`src/rtl/vtg_pkg.sv`:
```
// Shared definitions for the video timing generator: phase encodings, phase
// sequencing helper and the black pixel constant.
package vtg_pkg;

  localparam logic [1:0] PH_ACT = 2'd0;
  localparam logic [1:0] PH_FP  = 2'd1;
  localparam logic [1:0] PH_SYN = 2'd2;
  localparam logic [1:0] PH_BP  = 2'd3;

  typedef enum logic [1:0] {
    ST_ACT = PH_ACT,
    ST_FP  = PH_FP,
    ST_SYN = PH_SYN,
    ST_BP  = PH_BP
  } phase_t;

  localparam logic [7:0] BLACK = 8'h00;

  function automatic phase_t next_phase(input phase_t p);
    case (p)
      ST_ACT:  return ST_FP;
      ST_FP:   return ST_SYN;
      ST_SYN:  return ST_BP;
      default: return ST_ACT;
    endcase
  endfunction

endpackage

```
`src/rtl/vtg_pixel_fifo.sv`:
```
// Synchronous pixel FIFO with a flush that empties it in one clock.
// Push and pop may coincide; push when full and pop when empty are ignored.
module vtg_pixel_fifo #(
  parameter int W     = 18,
  parameter int DEPTH = 16,
  localparam int AW   = $clog2(DEPTH)
) (
  input  logic         clk,
  input  logic         rst,
  input  logic         push,
  input  logic         pop,
  input  logic         flush,
  input  logic [W-1:0] din,
  output logic [W-1:0] dout,
  output logic         full,
  output logic         empty,
  output logic [AW:0]  count
);

  localparam logic [AW:0] DEPTH_L = (AW+1)'(DEPTH);

  logic [W-1:0] mem [DEPTH];
  logic [AW:0]  wr_ptr, rd_ptr;
  logic         do_push, do_pop;

  // Pointers carry one extra wrap bit so full and empty are distinguishable.
  assign count   = wr_ptr - rd_ptr;
  assign full    = (count == DEPTH_L);
  assign empty   = (count == '0);
  assign do_push = push & ~full & ~flush;
  assign do_pop  = pop & ~empty & ~flush;
  assign dout    = mem[rd_ptr[AW-1:0]];

  always_ff @(posedge clk or posedge rst) begin
    if (rst) begin
      wr_ptr <= '0;
      rd_ptr <= '0;
    end else if (flush) begin
      wr_ptr <= '0;
      rd_ptr <= '0;
    end else begin
      if (do_push) wr_ptr <= wr_ptr + 1'b1;
      if (do_pop)  rd_ptr <= rd_ptr + 1'b1;
    end
  end

  always_ff @(posedge clk) begin
    if (do_push) mem[wr_ptr[AW-1:0]] <= din;
  end

endmodule

```
`src/rtl/video_timing_gen.sv`:
```
// Fixed-timing video sync/blank generator streaming fetcher pixels through a FIFO.
// Optional per-frame underflow counters enabled by VIDEO_TIMING_UFCNT_EN.
module video_timing_gen import vtg_pkg::*; #(
  parameter int   COLOR_DEPTH = 6,
  parameter int   H_ACTIVE    = 640,
  parameter int   H_FP        = 16,
  parameter int   H_SYNC      = 96,
  parameter int   H_BP        = 48,
  parameter int   V_ACTIVE    = 200,
  parameter int   V_FP        = 1,
  parameter int   V_SYNC      = 2,
  parameter int   V_BP        = 1,
  parameter logic SYNC_POL    = 1'b0,
  parameter int   FIFO_DEPTH  = 16
) (
  input  logic                     clk_sys,
  input  logic                     reset,
  input  logic                     ce_pix,
  input  logic [3*COLOR_DEPTH-1:0] pix_data,
  input  logic                     pix_valid,
  output logic                     pix_ready,
  output logic                     line_start,
  output logic                     frame_start,
  output logic [COLOR_DEPTH-1:0]   R,
  output logic [COLOR_DEPTH-1:0]   G,
  output logic [COLOR_DEPTH-1:0]   B,
  output logic                     HSync,
  output logic                     VSync,
  output logic                     HBlank,
  output logic                     VBlank,
`ifdef VIDEO_TIMING_UFCNT_EN
  output logic [7:0]               ufcnt,
  output logic [7:0]               ufcnt_last,
`endif
  output logic                     underflow
);

  localparam int PW      = 3*COLOR_DEPTH;
  localparam int H_TOTAL = H_ACTIVE + H_FP + H_SYNC + H_BP;
  localparam int V_TOTAL = V_ACTIVE + V_FP + V_SYNC + V_BP;
  localparam int HW      = $clog2(H_TOTAL);
  localparam int VW      = $clog2(V_TOTAL);
  localparam int AW      = $clog2(FIFO_DEPTH);
  localparam logic [PW-1:0] PIX_BLACK = {3{BLACK[COLOR_DEPTH-1:0]}};
  localparam logic [AW:0]   DEPTH_L   = (AW+1)'(FIFO_DEPTH);

  phase_t        hph, hph_n, vph, vph_n;
  logic [HW-1:0] hcnt, hcnt_n, h_end;
  logic [VW-1:0] vcnt, vcnt_n, v_end;
  logic          line_end, line_ev, frame_ev, flush;
  logic          active, pop, starve;

  logic [PW-1:0] fifo_dout;
  logic          fifo_full, fifo_empty;
  logic [AW:0]   fifo_count;
  logic [PW-1:0] rgb_q;

  always_ff @(posedge clk_sys or posedge reset) begin
    if (reset) begin
      hph  <= ST_ACT;
      hcnt <= '0;
      vph  <= ST_ACT;
      vcnt <= '0;
    end else begin
      hph  <= hph_n;
      hcnt <= hcnt_n;
      vph  <= vph_n;
      vcnt <= vcnt_n;
    end
  end

  always_comb begin
    hph_n  = hph;
    hcnt_n = hcnt;
    vph_n  = vph;
    vcnt_n = vcnt;
    case (hph)
      ST_ACT:  h_end = HW'(H_ACTIVE - 1);
      ST_FP:   h_end = HW'(H_FP - 1);
      ST_SYN:  h_end = HW'(H_SYNC - 1);
      default: h_end = HW'(H_BP - 1);
    endcase
    case (vph)
      ST_ACT:  v_end = VW'(V_ACTIVE - 1);
      ST_FP:   v_end = VW'(V_FP - 1);
      ST_SYN:  v_end = VW'(V_SYNC - 1);
      default: v_end = VW'(V_BP - 1);
    endcase
    line_end = ce_pix & (hcnt == h_end) & (hph == ST_BP);
    if (ce_pix) begin
      if (hcnt == h_end) begin
        hcnt_n = '0;
        hph_n  = next_phase(hph);
      end else begin
        hcnt_n = hcnt + 1'b1;
      end
    end
    if (line_end) begin
      if (vcnt == v_end) begin
        vcnt_n = '0;
        vph_n  = next_phase(vph);
      end else begin
        vcnt_n = vcnt + 1'b1;
      end
    end
    line_ev  = line_end & (vph_n == ST_ACT);
    frame_ev = line_end & (vcnt == v_end) & (vph == ST_BP);
    flush    = line_end & (vcnt == v_end) & (vph == ST_FP);
  end

  assign active    = (hph == ST_ACT) & (vph == ST_ACT);
  assign pop       = ce_pix & active & ~fifo_empty;
  assign starve    = ce_pix & active & fifo_empty;
  // Ready drops on the flush clock so no handshake completes into a FIFO being cleared.
  assign pix_ready = ~reset & ~fifo_full & ~flush;

  vtg_pixel_fifo #(.W(PW), .DEPTH(FIFO_DEPTH)) u_fifo (
    .clk   (clk_sys),
    .rst   (reset),
    .push  (pix_valid & pix_ready),
    .pop   (pop),
    .flush (flush),
    .din   (pix_data),
    .dout  (fifo_dout),
    .full  (fifo_full),
    .empty (fifo_empty),
    .count (fifo_count)
  );

  always_ff @(posedge clk_sys) begin
    if (!reset) assert (fifo_count <= DEPTH_L);
  end

  always_ff @(posedge clk_sys or posedge reset) begin
    if (reset) begin
      line_start  <= 1'b0;
      frame_start <= 1'b0;
      HBlank      <= 1'b1;
      VBlank      <= 1'b1;
      HSync       <= ~SYNC_POL;
      VSync       <= ~SYNC_POL;
      rgb_q       <= PIX_BLACK;
      underflow   <= 1'b0;
    end else begin
      line_start  <= line_ev;
      frame_start <= frame_ev;
      if (ce_pix) begin
        HBlank    <= (hph != ST_ACT);
        VBlank    <= (vph != ST_ACT);
        HSync     <= (hph == ST_SYN) ? SYNC_POL : ~SYNC_POL;
        VSync     <= (vph == ST_SYN) ? SYNC_POL : ~SYNC_POL;
        rgb_q     <= (active & ~fifo_empty) ? fifo_dout : PIX_BLACK;
        underflow <= frame_ev ? 1'b0 : (underflow | starve);
      end
    end
  end

  assign {R, G, B} = rgb_q;

`ifdef VIDEO_TIMING_UFCNT_EN
  always_ff @(posedge clk_sys or posedge reset) begin
    if (reset) begin
      ufcnt      <= 8'd0;
      ufcnt_last <= 8'd0;
    end else if (frame_ev) begin
      ufcnt_last <= ufcnt;
      ufcnt      <= 8'd0;
    end else if (starve && ufcnt != 8'hFF) begin
      ufcnt <= ufcnt + 8'd1;
    end
  end
`endif

endmodule
```
`config.mk`:
```
export PLATFORM = sky130hd
export DESIGN_NAME = video_timing_gen
export DESIGN_NICKNAME = d
export VERILOG_FILES = /design/src/rtl/vtg_pkg.sv /design/src/rtl/vtg_pixel_fifo.sv /design/src/rtl/video_timing_gen.sv
export SDC_FILE = /design/constraint.sdc
export NUM_CORES = 1
export LEC_CHECK = 0
export ABC_AREA = 0
export BUFFER_PORTS_ARGS = -buffer_cell sky130_fd_sc_hd__buf_2
export CAP_MARGIN = 20
export CELL_PAD_IN_SITES_DETAIL_PLACEMENT = 1
export CELL_PAD_IN_SITES_GLOBAL_PLACEMENT = 2
export CORE_MARGIN = 1
export CORE_UTILIZATION = 25
export CTS_CLUSTER_SIZE = 20
export DETAILED_ROUTE_END_ITERATION = 10
export GPL_ROUTABILITY_DRIVEN = 1
export GPL_TIMING_DRIVEN = 0
export PLACE_DENSITY_LB_ADDON = 0.1
export SYNTH_ARGS = -nofsm -noshare
export SYNTH_HDL_FRONTEND = slang
export SYNTH_SLANG_ARGS = --single-unit
```
`constraint.sdc`:
```
create_clock -name clk_sys -period 5.6 [get_ports clk_sys]
set_input_delay 0.28 -clock clk_sys [delete_from_list [all_inputs] [get_ports clk_sys]]
set_output_delay 0.28 -clock clk_sys [all_outputs]
set_load 0.005 [all_outputs]
```
==> metrics.md <==
| Metric | Value |
|---|---|
| Fin crit share | `between 80% and 90%` |
| Largest net degree at the start of global routing | `48` |
| Final instance area | `between 0.015 and 0.02 mm2` |
| Relative slew margins | `roughly a quarter` |
| # H-tree levels | `2` |
| Critical path required time | `~5.9 ns` |
| Vias in the first global route | `8603` |
| Worst-Skew Late Latency | `between 0.5 and 0.6 ns` |
| HP Start | `pix_data[8]` |
| TritonCTS clock tree | `done` |
| Path type of the worst min-delay path | `input pin to flip-flop` |
| DRT iter0 DRCs | `378` |
| Max-Cap Viols | `0` |
| First-pass GRT wire length | `between 50000 and 60000 um` |
| Boundary pin count | `48` |
| EDFF count, synth | `288` |
| Leading cell type in the layout, fill and taps excluded | `edfxtp_1` |
| Maximum operating frequency | `between 200 and 250 MHz` |
| Critical Path Start | `u_fifo.rd_ptr[1]` |
| Mapped cell area | `roughly 0.014 mm2` |
| Hold slack | `0.106 ns` |
| Mapped Cells | `839` |
| Layout Skew | `approximately 0.017 ns` |
| Post-route ant nets | `0` |
| Final Core Density | `between 30% and 40%` |
| Ys async rst share | `around 17%` |
| Sequential share of the synthesized area | `a little under three quarters` |
| Leak | `0.00584 uW` |
| RSZ-0062 raised after global routing | `false` |
| Final setup viols | `0` |
| Syn. warnings | `0` |
| Status | `complete, no violations` |
| Yosys reg bits | `about 350` |
| Pre-Repair DR Iteration Count | `6` |
| Post-DP Area | `~0.016 mm2` |
| Crit path kind | `flip-flop to flip-flop` |
| Row Count | `86` |
| Syn Area/Cell | `16.8 um2` |
| CP Cell Sequence | `clkbuf_1, clkbuf_1, inv_1, ha_1, and3b_2, o211ai_1, a211o_2, nand2_2, nor4b_2, buf_4, buf_4` |
| Final slew viol count | `0` |
| Die Width | `around 240 um` |
| Post-layout minimum cycle time | `4.74 ns` |
| Share of cells above drive strength 1 | `a little over a quarter` |
| Worst R2R Start | `u_fifo.rd_ptr[1]` |
| Final wirelength | `about 40000 um` |
| Max IR drop VDD | `around 0.00018 V` |
| Final hold vios | `0` |
| Port Buffer Count | `46` |
| Starting Density | `between 20% and 30%` |
| DR DRC count | `0` |
| Die H | `between 200 and 250 um` |
| Antenna cells | `0` |
| Slew of the pin with the lowest slew margin | `roughly 1.1 ns` |
| Gr ovfl total | `0` |
| Worst path buffer plus inverter count | `5` |
| Main flop type after synthesis | `edfxtp_1` |
| Clk buf depth | `3` |
| Critical path capture point type | `flip-flop` |
| Commonest non-fill, non-tap cells in the layout | `edfxtp_1 (288), nand2_1 (114), mux4_2 (72), buf_2 (56), dfrtp_1 (53)` |
| Area of the core | `0.0554 mm2` |
| Reg-to-reg slack, setup | `between 0.8 and 0.9 ns` |
| Vias post-DR | `7674` |
| Crit-path slowest cell | `nor4b_2` |
| Post-CTS setup buffer count | `0` |
| Crit path DAT | `about 5.0 ns` |
| Crit path max-delay family | `buffers and inverters` |
| Via density | `between 4 and 5` |
| Syn nets | `879` |
| Post-detail-place hpwl | `around 27000 um` |
| Die ar. | `approximately 0.057 mm2` |
| Clock-pin slew on the worst setup and hold paths | `approximately 0.060 ns` |
| CP peak stage delay | `a little under 0.8 ns` |
| Power Dens Cells | `between 400 and 500 mW/mm2` |
| Cell variety after synth | `62` |
| Total GRT Usage | `between 10% and 20%` |
| Clock buffer count from CTS | `42` |
| Initial antenna violation count | `0` |
| Startpoint types | `flip-flop` |
| GPL Wtd Cong | `0.675` |
| Avg WL per Cell | `22.8 um` |
| CTS root buffer | `clkbuf_16` |
| Sink Count | `345` |
| Final nets | `about 1000` |
| Area growth from synthesis to final layout | `20.8%` |
| Max Fanout on Critical Path | `10` |
==> worst register-to-register path, delay by kind of cell, from the launching register on <==
| kind | cells | cell delay [ns] |
|---|---|---|
| AO/OA/AOI/OAI | 2 | 0.60 |
| adder cells (fa/ha/maj) | 1 | 0.38 |
| buffers and inverters | 5 | 1.80 |
| flip-flops | 1 | 0.47 |
| AND/OR/NAND/NOR | 3 | 1.20 |
==> synthesized netlist by cell type (all sizes together), types with 2 or more instances <==
library cell,n,share of area (%)
nor4,7,0.40
or3,4,0.19
clkbuf,23,0.61
nand3,17,0.60
o21ai,14,0.50
nor4b,4,0.25
o211ai,2,0.11
ha,18,1.6
a22o,4,0.25
inv,34,0.91
dfstp,4,0.75
edfxtp,288,61
and3,3,0.13
mux2,4,0.32
nor2b,2,0.089
nor3,5,0.18
mux2i,7,0.50
o31ai,4,0.21
dfrtp,53,9.4
nand4,2,0.089
a21o,3,0.17
a21oi,52,1.8
o2111ai,2,0.17
nor3b,4,0.21
mux4,72,12
buf,16,0.62
nand2,116,3.1
and2,3,0.13
nand2b,2,0.089
nor2,17,0.52
o22ai,20,0.93
xor2,4,0.25
or4,5,0.27
xnor2,9,0.56
==> logic make-up (layout without fill, tap and decap cells) <==
family	after synthesis	after routing	share of synthesized area, %
AOI/OAI and AO/OA	109	109	4.80
xor gates and xnor gates	14	14	0.968
adders and majority gates	18	18	1.60
buffers and inverters	73	231	2.14
DFF	345	345	71.5
muxes	83	83	12.3
and+or+nand+nor	197	197	6.67
==> routing by layer <==
layer | track usage (%) | vias to the layer above | share of wire, %
met1 | 19.5 | 4005 | 47
met2 | 24.1 | 99 | 49
li1 | - | 3517 | -
met4 | 4.29 | 0 | 2.0
met5 | 0 | - | 0
met3 | 2.26 | 53 | 2.8
==> layout make-up <==
type	count	area, um2
flip-flops and latches	345	10100
plain buffers	39	174
well taps	748	936
fillers	5717	38400
inverters	34	130
multi-input cells	421	3790
clock inverters	16	148
repair buffers	85	624
clock buffers	57	1150
==> registers in the layout (all words and copies together), names as in the netlist <==
signal	cells
HBlank	1
HSync	1
VBlank	1
VSync	1
frame_start	1
hcnt	10
hph	2
line_start	1
rgb_q	18
u_fifo.mem	288
u_fifo.rd_ptr	5
u_fifo.wr_ptr	5
underflow	1
vcnt	8
vph	2
==> path summary, 6_finish.rpt <==
check | depth (start not counted) | end
worst max register to register | 11 | u_fifo.mem[14][16]
min in group asynchronous | 3 | rgb_q[10]
worst min register to register | 2 | VSync
worst max-delay path | 11 | u_fifo.mem[14][16]
max in group asynchronous | 4 | HBlank
worst min-delay path | 1 | u_fifo.mem[10][8]
==> per-stage QoR <==
| step | power (uW) | std cells | setup TNS (ns) | setup slack [ns] |
|---|---|---|---|---|
| floorplan | 4570 | 839 | 0 | 0.907 |
| global placement | 5360 | 1633 | -468.26 | -3.18 |
| detailed placement | 5410 | 1671 | 0 | 0.771 |
| CTS | 8090 | 1745 | 0 | 0.749 |
| global route | 8340 | 1745 | 0 | 0.503 |
| finish | 7890 | 1745 | 0 | 0.860 |
==> where the power goes <==
group | switching, uW | total (uW) | internal (uW) | leakage, uW
Combinational | 1250 | 2130 | 880 | 0.00187
Clock | 1060 | 2620 | 1560 | 0.000631
Sequential | 144 | 3140 | 3000 | 0.00334
Total | 2450 | 7890 | 5440 | 0.00584
==> what timing repair did <==
| action | 4_1_cts | 5_1_grt |
|---|---|---|
| resized for setup | 0 | 0 |
| hold buffers | 1 | 0 |
| endpoints found under the setup margin | 0 | 0 |
| hold endpoints to repair | 41 | 0 |
Note: power is estimated with default switching activity, not from simulation.
